===== config.mk =====
export PLATFORM = sky130hd
export DESIGN_NAME = div64x32_seq
export DESIGN_NICKNAME = d
export VERILOG_FILES = /design/src/rtl/div64x32_seq.sv
export SDC_FILE = /design/constraint.sdc
export NUM_CORES = 1
export LEC_CHECK = 0
export BUFFER_PORTS_ARGS = -buffer_cell sky130_fd_sc_hd__clkbuf_2
export CORE_AREA = 2 2 159 161
export DETAILED_ROUTE_END_ITERATION = 8
export DIE_AREA = 0 0 161 163
export GPL_TIMING_DRIVEN = 0
export PLACE_DENSITY = 0.6
export SLEW_MARGIN = 20
export SYNTH_ARGS = -nofsm -noshare
export SYNTH_HDL_FRONTEND = slang
export SYNTH_SLANG_ARGS = --single-unit

===== constraint.sdc =====
create_clock -name clk -period 6.8 [get_ports clk]
set_input_delay 0.34 -clock clk [delete_from_list [all_inputs] [get_ports clk]]
set_output_delay 0.34 -clock clk [all_outputs]
set_load 0.01 [all_outputs]

===== src/rtl/div64x32_seq.sv =====
// rtl/div64x32_seq.sv - sequential unsigned 64/32 restoring divider, one quotient bit per cycle
module div64x32_seq (
  input  logic        clk,
  input  logic        reset,
  input  logic        start,
  input  logic [63:0] a,
  input  logic [31:0] b,
  output logic        busy,
  output logic        done,
  output logic [31:0] quotient,
  output logic [31:0] remainder,
  output logic        div_by_zero,
  output logic        overflow
);

  typedef enum logic [1:0] {IDLE, RUN, DONE} state_t;

  state_t      state;
  // Partial remainder is always < bd, so its 33rd bit is constant zero and not stored.
  logic [31:0] rem;
  logic [31:0] q;
  logic [31:0] bd;
  logic [4:0]  count;
  logic        dz_r;
  logic        ov_r;
  logic [32:0] shifted;
  logic [32:0] trial;

  always_comb begin
    shifted = {rem, q[31]};
    trial   = shifted - {1'b0, bd};
  end

  always_ff @(posedge clk) begin
    if (reset) begin
      state       <= IDLE;
      rem         <= '0;
      q           <= '0;
      bd          <= '0;
      count       <= '0;
      dz_r        <= 1'b0;
      ov_r        <= 1'b0;
      busy        <= 1'b0;
      done        <= 1'b0;
      quotient    <= '0;
      remainder   <= '0;
      div_by_zero <= 1'b0;
      overflow    <= 1'b0;
    end else begin
      done <= 1'b0;
      case (state)
        IDLE: begin
          if (start) begin
            div_by_zero <= 1'b0;
            overflow    <= 1'b0;
            if (b == '0) begin
              dz_r  <= 1'b1;
              ov_r  <= 1'b0;
              q     <= '1;
              rem   <= a[31:0];
              state <= DONE;
            end else if (a[63:32] >= b) begin
              dz_r  <= 1'b0;
              ov_r  <= 1'b1;
              q     <= '1;
              rem   <= '0;
              state <= DONE;
            end else begin
              dz_r  <= 1'b0;
              ov_r  <= 1'b0;
              rem   <= a[63:32];
              q     <= a[31:0];
              bd    <= b;
              count <= '0;
              busy  <= 1'b1;
              state <= RUN;
            end
          end
        end
        RUN: begin
          if (!trial[32]) begin
            rem <= trial[31:0];
            q   <= {q[30:0], 1'b1};
          end else begin
            rem <= shifted[31:0];
            q   <= {q[30:0], 1'b0};
          end
          count <= count + 5'd1;
          if (count == 5'd31) begin
            busy  <= 1'b0;
            state <= DONE;
          end
        end
        DONE: begin
          quotient    <= q;
          remainder   <= rem;
          div_by_zero <= dz_r;
          overflow    <= ov_r;
          done        <= 1'b1;
          state       <= IDLE;
        end
        default: state <= IDLE;
      endcase
    end
  end

endmodule


**Word-level counts from Yosys, hierarchy flattened**

Cells that the tools add are included.

- Bits in registers: 173
- Latch bits: 0
- Bits in writable memories: 0
- Memory bits (read-only): 0
- Logic and storage cells: 67
- Memories: 0

- Add/subtract/negate cells: 2
- $mul: 0
- Divide/modulo/power cells: 0
- Magnitude comparators: 1
- Eq/ne operators: 7
- Shifts and indexed selects: 0
- Multiplexer cells: 31
- Bitwise logic cells: 2
- Reductions and logical operators: 11

Operators with widths:

| cell | count |
|---|---|
| 32-bit two-way mux | 7 |
| 32-bit case mux with 2 select lines | 2 |
| 33-bit by 32-bit subtractor with 33-bit output | 1 |
| 32-bit >= comparator | 1 |
| 32-bit zero test | 1 |
| 5-bit two-way mux | 3 |
| 1-bit two-way mux | 10 |
| 5-bit case mux with 2 select lines | 1 |
| 2-bit two-way mux | 4 |
| 2-bit != test (second input constant) | 4 |
| 2-bit AND reduction | 4 |
| 4-bit AND reduction | 2 |
| 1-bit case mux with 2 select lines | 3 |
| 5-bit by 1-bit adder with 5-bit output (second input constant) | 1 |
| 5-bit == test (second input constant) | 1 |
| 5-bit AND reduction | 1 |
| 2-bit case mux with 2 select lines | 1 |
| 2-bit nonzero test | 2 |
| 2-bit by 1-bit == test with 1-bit output (second input constant) | 1 |
| 2-bit == test (second input constant) | 1 |
| 2-bit zero test | 1 |
| 1-bit NOT | 2 |

**Logic depth before layout (Yosys ltp)**

Gate-level depths: netlist (run 1).

- Depth in word-level cells: 5
- Gate-level depth with buffers: 13
- Gate-level depth less buffers: 12

**Worst setup path before layout (run 1)**

No wires, ideal clock.

- Path kind: register -> register
- From: reg q[31]
- To: reg rem[25]
- Setup time: 0.086 ns
- Arrival: 2.765 ns
- Data required time: 6.714 ns
- Path slack: 3.948 ns
- Cell stages (with the launch flop): 14
- Path buffers: 1
- Clock period less this slack: 2.852 ns
- Cells stage by stage: dfxtp_1 inv_1 ha_1 inv_1 fa_1 a211oi_2 o211ai_2 a211oi_2 o31ai_4 a21oi_4 mux2i_2 buf_4 a32oi_1 a221oi_2

- Longest elaborated chain between the ends: 3

RTL lines:

| item | RTL line | text |
|---|---|---|
| start: declaration | 21 | `logic [31:0] q;` |
| start signal: assignment | 72 | `q <= a[31:0];` |
| start signal: assignment | 83 | `q <= {q[30:0], 1'b1};` |
| start signal: assignment | 86 | `q <= {q[30:0], 1'b0};` |
| 33-bit by 32-bit subtractor with 33-bit output | 31 | `trial = shifted - {1'b0, bd};` |
| 32-bit two-way mux | 81 | `if (!trial[32]) begin` |
| 32-bit case mux with 2 select lines | 51 | `case (state)` |
| end signal: assignment | 60 | `rem <= a[31:0];` |
| end signal: assignment | 82 | `rem <= trial[31:0];` |
| end signal: assignment | 85 | `rem <= shifted[31:0];` |
| end: declaration | 20 | `logic [31:0] rem;` |

Every way passes these cells.
A chain may end at the register's enable or synchronous reset.

**Final worst setup path (run 1)**

Same ends and word-level chain as after synthesis.

==> flow_summary.yaml, run 1 <==
outcome:
  status: "complete, no violations"
cts:
  cts-buffers-inserted: 17
  cts.repair.resized: 0
  clock-root-buffer: "clkbuf_16"
  postCtsSetupBuffers: 0
  clkSinkCount: 173
  clk_latency_ns: 0.45
  htree_levels: 4
  clk_pin_slew_ns: 0.07
  ctsHoldBuffers: 0
  cts_tree: "built"
  cts_max_path_buffers: 2
logic_synthesis:
  synthAdderAreaFrac_pct: 8.71
  async_flop_share_pct: 0
  synthMuxAreaShare_pct: 3.54
  syn_nets: 1388
  synth_top_area_share_pct: 35.7
  ys_warn_count: 0
  netlist_instances: 1222
  ys.flop_type: "dfxtp_1"
  synth_area_mm2: 0.00971
  synthTopCellsByArea: "dfxtp_1 36%, ha_1 8.5%, a21oi_1 8.3%"
  synth-xor-area-share_pct: 2.86
  synth_top_family_by_area: "compound AO/OA/AOI/OAI gates"
  syn_area_per_cell_um2: 7.95
  synth-simple-area-share_pct: 16.1
  synth_compound_area_share_pct: 26.5
  ys_seq_area_share_pct: 35.7
  synthDistinctLibCells: 61
  yosys_register_bits: 173
  post-synth-top-count-cell: "nand2_1"
  synth-edff-count: 0
  synth.largest_area_cell: "dfxtp_1"
  synth_common_cells: "186 x nand2_1, 173 x dfxtp_1, 161 x a21oi_1, 89 x nor2_1, 80 x inv_1"
route:
  first_pass_iters: 6
  wl_per_cell_um: 19.6
  ant_nets: 0
  drc: 0
  vias: 9806
  first_iter_violations: 827
  wirelength_um: 34300
  via_per_inst: 5.61
worst_setup_path:
  critical_path.slowest_cell: "mux2i_2"
  startpoint: "q[31]$_SDFFE_PP0P_"
  rr_startpoint: "q[31]$_SDFFE_PP0P_"
  critPathRequiredTime_ns: 7.16
  cp.buffers_inverters: 3
  crit_arrival_ns: 3.90
  cp_cell_sequence: "inv_1 -> ha_1 -> inv_1 -> fa_1 -> a211oi_2 -> o211ai_2 -> a211oi_2 -> o31ai_4 -> a21oi_4 -> mux2i_2 -> buf_4 -> a32oi_1 -> a221oi_2"
  cpPeakStageDelay_ns: 0.45
  criticalPathCategory: "reg -> reg"
  endpoint_kind: "flop"
  critPathTopFamily: "compound AO/OA/AOI/OAI gates"
  cp-start-kind: "flop"
  crit_fanout: 10
finish:
  syn_to_final_growth_pct: 18.8
  num_antenna_cells: 0
  n_fill_cell: 2510
  fin_nets: 1573
  drive_above_1_share_pct: 16.0
power_and_ir_drop:
  p_seq_share_pct: 35.2
  p_total_w: 0.00330
  p_switching_w: 0.00124
  p_leak_nw: 4.75
  p_comb_share_pct: 33.7
  p_clk_share_pct: 31.0
  intPower_w: 0.00206
  cellPowerDensity_mw_per_mm2: 286
  swShare_pct: 37.5
  ir_drop_uv: 127
grt:
  grt_busiest_layer: "met2"
  grt_pass1_vias: 9225
  grt_pass1_wl_um: 52100
  antenna_found_initial: 0
  use_met1_pct: 35.0
  grt_use_total_pct: 25.9
  grt_util_met2_pct: 42.4
  overflow: 0
  grt_start_max_net_pins: 17
  grt.met3_usage_pct: 4.76
timing:
  rsz0062_at_grt: "false"
  setup_violations: 0
  finalSetupTns_ns: 0
  relSlewSlack_pct: 39.4
  report.final.slew_viol_count: 0
  worst_pin_slew_ns: 0.910
  fin_skew_ns: 0.0116
  fin_crit_ns: 3.53
  hold_ws_ns: 0.172
  min_period_over_period_pct: 51.9
  fmax_ghz: 0.283
  hold_violations: 0
die:
  die_w_um: 161
  die-area_mm2: 0.0262
  num_rows: 58
  ioPinCount: 167
  start_util_pct: 39.4
  chipHeight_um: 163
  core_mm2: 0.0247
min_path:
  hp-class: "in -> reg"
  min_from: "b[1]"
place:
  dp_hpwl_um: 27200
  place_congestion: 0.984
  port_buffers: 166
job:
  maxCapViolations: 0
sequential cells by signal, indices dropped and copies added (netlist names):
register	cells
remainder	32
busy	1
quotient	32
done	1
bd	32
state	2
dz_r	1
count	5
overflow	1
ov_r	1
rem	32
q	32
div_by_zero	1
area by class of cell:
class | count | area, um^2 | share of cell area, %
multi-input cells | 892 | 5610 | 48.6
flip-flops and latches | 173 | 3460 | 30.0
repair buffers | 166 | 831 | 7.20
clock buffers | 18 | 429 | 3.72
well taps | 330 | 413 | 3.58
plain buffers | 77 | 333 | 2.88
inverters | 80 | 300 | 2.60
clock inverters | 13 | 156 | 1.36
layer usage:
layer,routed length [um],part of all wire [%]
met5,0,0
met4,718,2.1
met3,2440,7.1
met2,15500,45
met1,15600,46
placed cells by master (no fill, tap or decap), drive strengths merged, types with 33 or more instances in the layout:
cell type / count
inv: 87
ha: 66
clkbuf: 241
o21ai: 60
nor2: 90
a221oi: 33
mux2i: 34
nand2: 186
a21oi: 163
dfxtp: 173
tightest hold or removal path, stage by stage:
cell and delay (ns):
clkbuf_2 0.11, mux2i_1 0.07, nor2_1 0.07
logic make-up after synthesis:
logic type / after synthesis
AO/OA/AOI/OAI: 394
XOR/XNOR: 30
adder cells (fa/ha/maj): 67
buffers and inverters: 157
flip-flops: 173
multiplexers: 34
AND/OR/NAND/NOR: 367
power groups by stage:
stage	logic, W	clock network [W]	registers [W]
2_1_floorplan	0.000790	0	0.00116
4_1_cts	0.00110	0.00103	0.00116
3_5_place_dp	0.00109	0	0.00118
5_1_grt	0.00122	0.00107	0.00117
3_3_place_gp	0.00108	0	0.00118
6_report	0.00111	0.00102	0.00116
per-stage QoR:
stage | area [um^2] | utilization [%] | instances | setup slack [ns]
finish | 11500 | 46.8 | 1749 | 3.27
global placement | 11000 | 44.4 | 1718 | 3.27
detailed placement | 11000 | 44.4 | 1718 | 3.30
floorplan | 9710 | - | 1222 | 3.95
global route | 11500 | 46.8 | 1749 | 3.11
CTS | 11500 | 46.8 | 1749 | 3.24
worst paths after layout:
check	slack [ns]	to	cells after the start
setup reg to reg	3.27	rem[25]$_SDFFE_PP0P_	13
setup / recovery	3.27	rem[25]$_SDFFE_PP0P_	13
hold / removal	0.17	bd[1]$_SDFFE_PP0P_	3
hold reg to reg	0.45	remainder[30]$_SDFFE_PP0P_	2
Note: power is estimated with default switching activity, not from simulation.
==> inputs of run 2 (changes only) <==
--- a/config.mk
+++ b/config.mk
@@ -10,7 +10,7 @@
 export DETAILED_ROUTE_END_ITERATION = 8
 export DIE_AREA = 0 0 161 163
 export GPL_TIMING_DRIVEN = 0
-export PLACE_DENSITY = 0.6
+export PLACE_DENSITY = 0.62
 export SLEW_MARGIN = 20
 export SYNTH_ARGS = -nofsm -noshare
 export SYNTH_HDL_FRONTEND = slang
==> constraint.sdc (replaced) <==
create_clock -name clk -period 2.9 [get_ports clk]
set_input_delay 0.145 -clock clk [delete_from_list [all_inputs] [get_ports clk]]
set_output_delay 0.145 -clock clk [all_outputs]
set_load 0.01 [all_outputs]
==> run 2 against run 1 <==
Compared with the run above:
- the flow now finishes with violations (negative setup slack)
- cell area is 6.2% higher
- global-route usage is 0.38 points higher
- utilization is 2.9 points higher
- clock-buffer cell count is 1 lower
- die area stayed put
- register-to-register slack worse by 3.5 ns
- power grew to 2.5 times the previous value
- first-iteration DRC count is 4.8% lower
- setup slack worse by 3.5 ns
- largest cell class unchanged
- largest power group is now combinational logic
- highest routed layer unchanged
==> flow_summary.yaml, run 2 (synthesized netlist as in run 1, its figures left out) <==
finish:
  fin_nets: 1610
  final_core_util_pct: 49.7
  syn_to_final_growth_pct: 26.2
  final_common_cell: "nand2_1"
  final_cell_mix: "184 x nand2_1, 171 x dfxtp_1, 166 x clkbuf_2, 159 x a21oi_1, 88 x nor2_1"
  num_antenna_cells: 0
  instances_no_fill: 1787
  drive_above_1_share_pct: 20.3
  multi_input_area_mm2: 0.00590
  n_fill_cell: 2483
  fin_area_mm2: 0.0123
  seqCellArea_mm2: 0.00347
power_and_ir_drop:
  cellPowerDensity_mw_per_mm2: 675
  p_leak_nw: 5.06
  ir_drop_uv: 386
  p_total_w: 0.00827
route:
  ant_nets: 0
  first_pass_iters: 5
  drc: 0
  first_iter_violations: 787
  wl_per_cell_um: 19.5
  via_per_inst: 5.65
  wirelength_um: 34800
  vias: 10100
outcome:
  status: "finished with violations"
  violations: "negative setup slack"
timing:
  fin_crit_ns: 3.10
  rsz0062_at_grt: "true"
  min_period_over_period_pct: 107
  worst_pin_slew_ns: 0.813
  report.final.slew_viol_count: 0
  fmax_ghz: 0.323
  relSlewSlack_pct: 45.8
  fin_ws_ns: -0.201
  setup_violations: 33
  hold_violations: 0
  fin_skew_ns: 0.0136
place:
  placed_cells: 1718
  placed_area_mm2: 0.0110
  place_congestion: 0.920
  dp_hpwl_um: 27100
  port_buffers: 166
worst_setup_path:
  critical_path.slowest_cell: "fa_2"
  criticalPathCategory: "reg -> reg"
  cpPeakStageDelay_ns: 0.37
  crit_arrival_ns: 3.45
  cp_cell_sequence: "inv_4 -> ha_4 -> inv_2 -> fa_2 -> a211oi_2 -> o211ai_2 -> a211oi_2 -> o31ai_4 -> a21oi_4 -> buf_12 -> mux2i_4 -> buf_6 -> a32oi_4 -> a221oi_2"
  critPathRequiredTime_ns: 3.25
  cp-start-kind: "flop"
  endpoint_kind: "flop"
  crit_fanout: 5
  crit_top_cell: "a211oi_2"
cts:
  cts_max_path_buffers: 2
  clk_pin_slew_ns: 0.08
  clock-root-buffer: "clkbuf_16"
  cts_tree: "built"
  clkSinkCount: 173
  clk_latency_ns: 0.45
  htree_levels: 4
  cts-buffers-inserted: 17
grt:
  grt_start_max_net_pins: 20
  grt_use_total_pct: 26.2
  overflow: 0
  grt_pass1_wl_um: 53000
  grt_pass1_vias: 9463
  antenna_found_initial: 0
die:
  die-area_mm2: 0.0262
  die_w_um: 161
  chipHeight_um: 163
  core_mm2: 0.0247
  start_util_pct: 39.4
  ioPinCount: 167
  num_rows: 58
min_path:
  hp-class: "in -> reg"
job:
  maxCapViolations: 0
==> run 2: cell types whose count changed in the layout (fill, tap and decap cells not counted), moves of 3 or more <==
| cell | delta |
|---|---|
| buf_6 | +16 |
| a221oi_1 | -15 |
| a221oi_2 | +14 |
| dlygate4sd3_1 | +10 |
| buf_4 | +9 |
| inv_8 | +5 |
| buf_12 | +3 |
| buf_2 | -3 |
| clkinv_8 | +3 |
| nor3_1 | -3 |
| nor3_2 | +3 |
| o41ai_1 | -3 |
| o41ai_2 | +3 |
==> run 2: final timing paths <==
path	slack (ns)	start	to	cells after the start
worst max register to register	-0.20	q[31]$_SDFFE_PP0P_	rem[25]$_SDFFE_PP0P_	14
worst min register to register	0.46	remainder[29]$_SDFFE_PP0P_	remainder[29]$_SDFFE_PP0P_	2
worst min-delay path	0.01	b[5]	bd[5]$_SDFFE_PP0P_	3
worst max-delay path	-0.20	q[31]$_SDFFE_PP0P_	rem[25]$_SDFFE_PP0P_	14
==> run 2: report_power, final <==
part | total, W | switching (W) | internal, W
registers | 0.00273 | 0.000184 | 0.00255
clock network | 0.00235 | 0.00118 | 0.00117
logic | 0.00318 | 0.00184 | 0.00135
==> run 2: cell type report <==
type                       count  share of cell area (%)
clock buffer                  17                    3.47
buffer                        77                    2.93
multi-input combinational    892                    48.1
timing repair buffer         203                    9.95
clock inverter                15                    1.37
tap                          330                    3.37
inverter                      80                    2.47
sequential                   173                    28.3
==> run 2: metal layers <==
layer | global-route usage, % | vias to the layer above | routed length [um]
li1 | - | 4832 | -
met1 | 36.0 | 4781 | 15600
met2 | 40.9 | 414 | 15300
met3 | 4.86 | 75 | 2620
met4 | 10.1 | 0 | 1290
met5 | 0 | - | 0
==> run 2: critical path: cells and delay by family (launching register included) <==
kind | cells | cell delay [ns]
DFF | 1 | 0.36
muxes | 1 | 0.30
AOI/OAI and AO/OA | 7 | 1.38
adders and majority gates | 2 | 0.52
buffers and inverters | 4 | 0.44
==> run 2: metrics by stage <==
step	hold slack, ns	setup WS, ns	setup TNS [ns]
after floorplan	0.292	0.0482	0
after global placement	0.431	-0.559	-20.50
after detailed placement	0.438	-0.587	-23.03
after CTS	0.00751	-0.189	-4.18
after global routing	0.0245	-0.274	-7.35
final	0.0101	-0.201	-4.26
==> run 2: timing repair <==
action	CTS	global route
pin swaps	41	16
setup buffers	18	5
endpoints found under the hold margin	10	0
endpoints found under the setup margin	33	63
hold buffers	10	0
cloned	3	1
gates resized for setup	53	27
==> inputs of run 3 (changes only) <==
--- a/config.mk
+++ b/config.mk
@@ -6,11 +6,11 @@
 export NUM_CORES = 1
 export LEC_CHECK = 0
 export BUFFER_PORTS_ARGS = -buffer_cell sky130_fd_sc_hd__clkbuf_2
-export CORE_AREA = 2 2 159 161
+export CORE_AREA = 2 2 141 143
 export DETAILED_ROUTE_END_ITERATION = 8
-export DIE_AREA = 0 0 161 163
+export DIE_AREA = 0 0 143 145
 export GPL_TIMING_DRIVEN = 0
-export PLACE_DENSITY = 0.62
+export PLACE_DENSITY = 0.76
 export SLEW_MARGIN = 20
 export SYNTH_ARGS = -nofsm -noshare
 export SYNTH_HDL_FRONTEND = slang
==> run 3 against run 2 <==
Compared with the run above:
- clock skew down 0.0055 ns
- clock power rose by 8%
- cell area shrank 1.3%
- critical path depth grew 1
- the run still ends with negative setup slack left
- critical endpoint is now rem[16]$_SDFFE_PP0P_
- maximum frequency rose by 1.8%
- highest routed layer unchanged
- sequential cell count stayed put
- sequential power about the same
- global-route usage up 5.1 points
- wire length decreased by 3.1%
- setup slack improved by 0.056 ns
==> flow_summary.yaml, run 3 (synthesized netlist as in run 1, its figures left out) <==
power_and_ir_drop:
  p_clk_share_pct: 30.2
  p_total_w: 0.00836
  p_switching_w: 0.00305
  intPower_w: 0.00531
  swShare_pct: 36.5
  p_leak_nw: 5.02
  cellPowerDensity_mw_per_mm2: 691
  ir_drop_uv: 463
  p_comb_share_pct: 37.1
  p_seq_share_pct: 32.7
finish:
  final_cell_mix: "185 x nand2_1, 171 x dfxtp_1, 166 x clkbuf_2, 160 x a21oi_1, 88 x nor2_1"
  fin_nets: 1599
  final_common_cell: "nand2_1"
  drive_above_1_share_pct: 19.8
  syn_to_final_growth_pct: 24.6
  fin_area_mm2: 0.0121
  num_antenna_cells: 0
  n_fill_cell: 1646
grt:
  antenna_found_initial: 0
  grt_pass1_wl_um: 50700
  grt_use_total_pct: 31.3
  grt_util_met2_pct: 47.7
  grt_busiest_layer: "met2"
  overflow: 0
  grt.met3_usage_pct: 7.39
  grt_start_max_net_pins: 17
  grt_pass1_vias: 9534
  use_met1_pct: 41.6
place:
  placed_area_mm2: 0.0109
  dp_hpwl_um: 25300
  place_congestion: 1.00
  dp_slack_ns: -0.551
  port_buffers: 166
outcome:
  violations: "negative setup slack"
  status: "finished with violations"
worst_setup_path:
  cp-start-kind: "flop"
  endpoint_kind: "flop"
  rr_startpoint: "q[31]$_SDFFE_PP0P_"
  criticalPathCategory: "reg -> reg"
  crit_arrival_ns: 3.39
  critPathRequiredTime_ns: 3.25
  crit_fanout: 5
  startpoint: "q[31]$_SDFFE_PP0P_"
route:
  via_per_inst: 6.10
  wl_per_cell_um: 19.7
  vias: 10400
  wirelength_um: 33700
  drc: 0
  first_pass_iters: 6
  first_iter_violations: 1150
  ant_nets: 0
cts:
  clock-root-buffer: "clkbuf_16"
  cts-buffers-inserted: 17
  htree_levels: 4
  clk_pin_slew_ns: 0.07
  cts_tree: "built"
  clkSinkCount: 173
  cts_max_path_buffers: 2
  clk_latency_ns: 0.44
timing:
  hold_ws_ns: 0.000637
  fin_crit_ns: 3.04
  fin_skew_ns: 0.00805
  worst_pin_slew_ns: 0.911
  fin_ws_ns: -0.144
  finalSetupTns_ns: -2.50
  report.final.slew_viol_count: 0
  fmax_ghz: 0.328
  setup_violations: 25
  min_period_over_period_pct: 105
  rsz0062_at_grt: "true"
  hold_violations: 0
  relSlewSlack_pct: 39.3
die:
  core_mm2: 0.0192
  ioPinCount: 167
  chipHeight_um: 145
  start_util_pct: 50.6
  die-area_mm2: 0.0207
  num_rows: 51
  die_w_um: 143
min_path:
  min_from: "b[1]"
  hp-class: "in -> reg"
job:
  maxCapViolations: 0
==> run 3: changes by cell type in the layout (fill, tap and decap cells not counted), moves of 3 or more <==
cell,delta
clkinv_8,-3
inv_8,-7
dlygate4sd3_1,-5
bufinv_16,+4
clkinv_4,+3
buf_6,-7
==> run 3: critical path, cell delays in order (launching register included) <==
cell	delay, ns
dfxtp_2	0.33
inv_2	0.09
ha_4	0.15
inv_2	0.04
fa_2	0.36
a211oi_2	0.26
o211ai_2	0.18
a211oi_4	0.31
o31ai_4	0.10
a21oi_4	0.17
buf_12	0.15
mux2i_4	0.24
buf_12	0.15
buf_6	0.12
a22oi_2	0.08
a221oi_2	0.23
==> run 3: metrics by stage <==
step	cells	util [%]
CTS	1704	61.9
finish	1710	63.0
global placement	1653	56.6
detailed placement	1653	56.6
global route	1710	63.0
floorplan	1222	-
==> run 3: layout make-up <==
class | count | area [um^2] | area share (%)
sequential | 173 | 3470 | 28.7
inverter | 80 | 300 | 2.48
multi-input combinational | 892 | 5880 | 48.6
buffer | 77 | 357 | 2.95
clock buffer | 19 | 453 | 3.74
clock inverter | 12 | 185 | 1.53
tap | 265 | 332 | 2.74
timing repair buffer | 192 | 1120 | 9.29
==> run 3: power by group through the flow <==
stage          clock (W)  combinational [W]  sequential [W]
2_1_floorplan          0            0.00185         0.00272
3_3_place_gp           0            0.00250         0.00277
3_5_place_dp           0            0.00252         0.00277
4_1_cts          0.00253            0.00286         0.00272
5_1_grt          0.00263            0.00333         0.00275
6_report         0.00253            0.00310         0.00273
==> run 3: metal layers <==
metal	part of all wire (%)	vias up
met2	44	623
met3	10	122
met5	0	-
met4	4.9	0
met1	41	4879
li1	-	4806
==> run 3: what timing repair did <==
item / in CTS / in global routing
hold buffers: 5 / 0
pin swaps: 20 / 26
endpoints found under the setup margin: 33 / 52
buffers inserted: 14 / 5
gates cloned: 1 / 1
resized for setup: 40 / 23
endpoints found under the hold margin: 5 / 0
==> run 3: worst paths after layout <==
check	endpoint	slack, ns	cells after the start
max	rem[16]$_SDFFE_PP0P_	-0.14	15
min	bd[1]$_SDFFE_PP0P_	0.0006	3
max reg2reg	rem[16]$_SDFFE_PP0P_	-0.14	15
min reg2reg	remainder[20]$_SDFFE_PP0P_	0.45	2
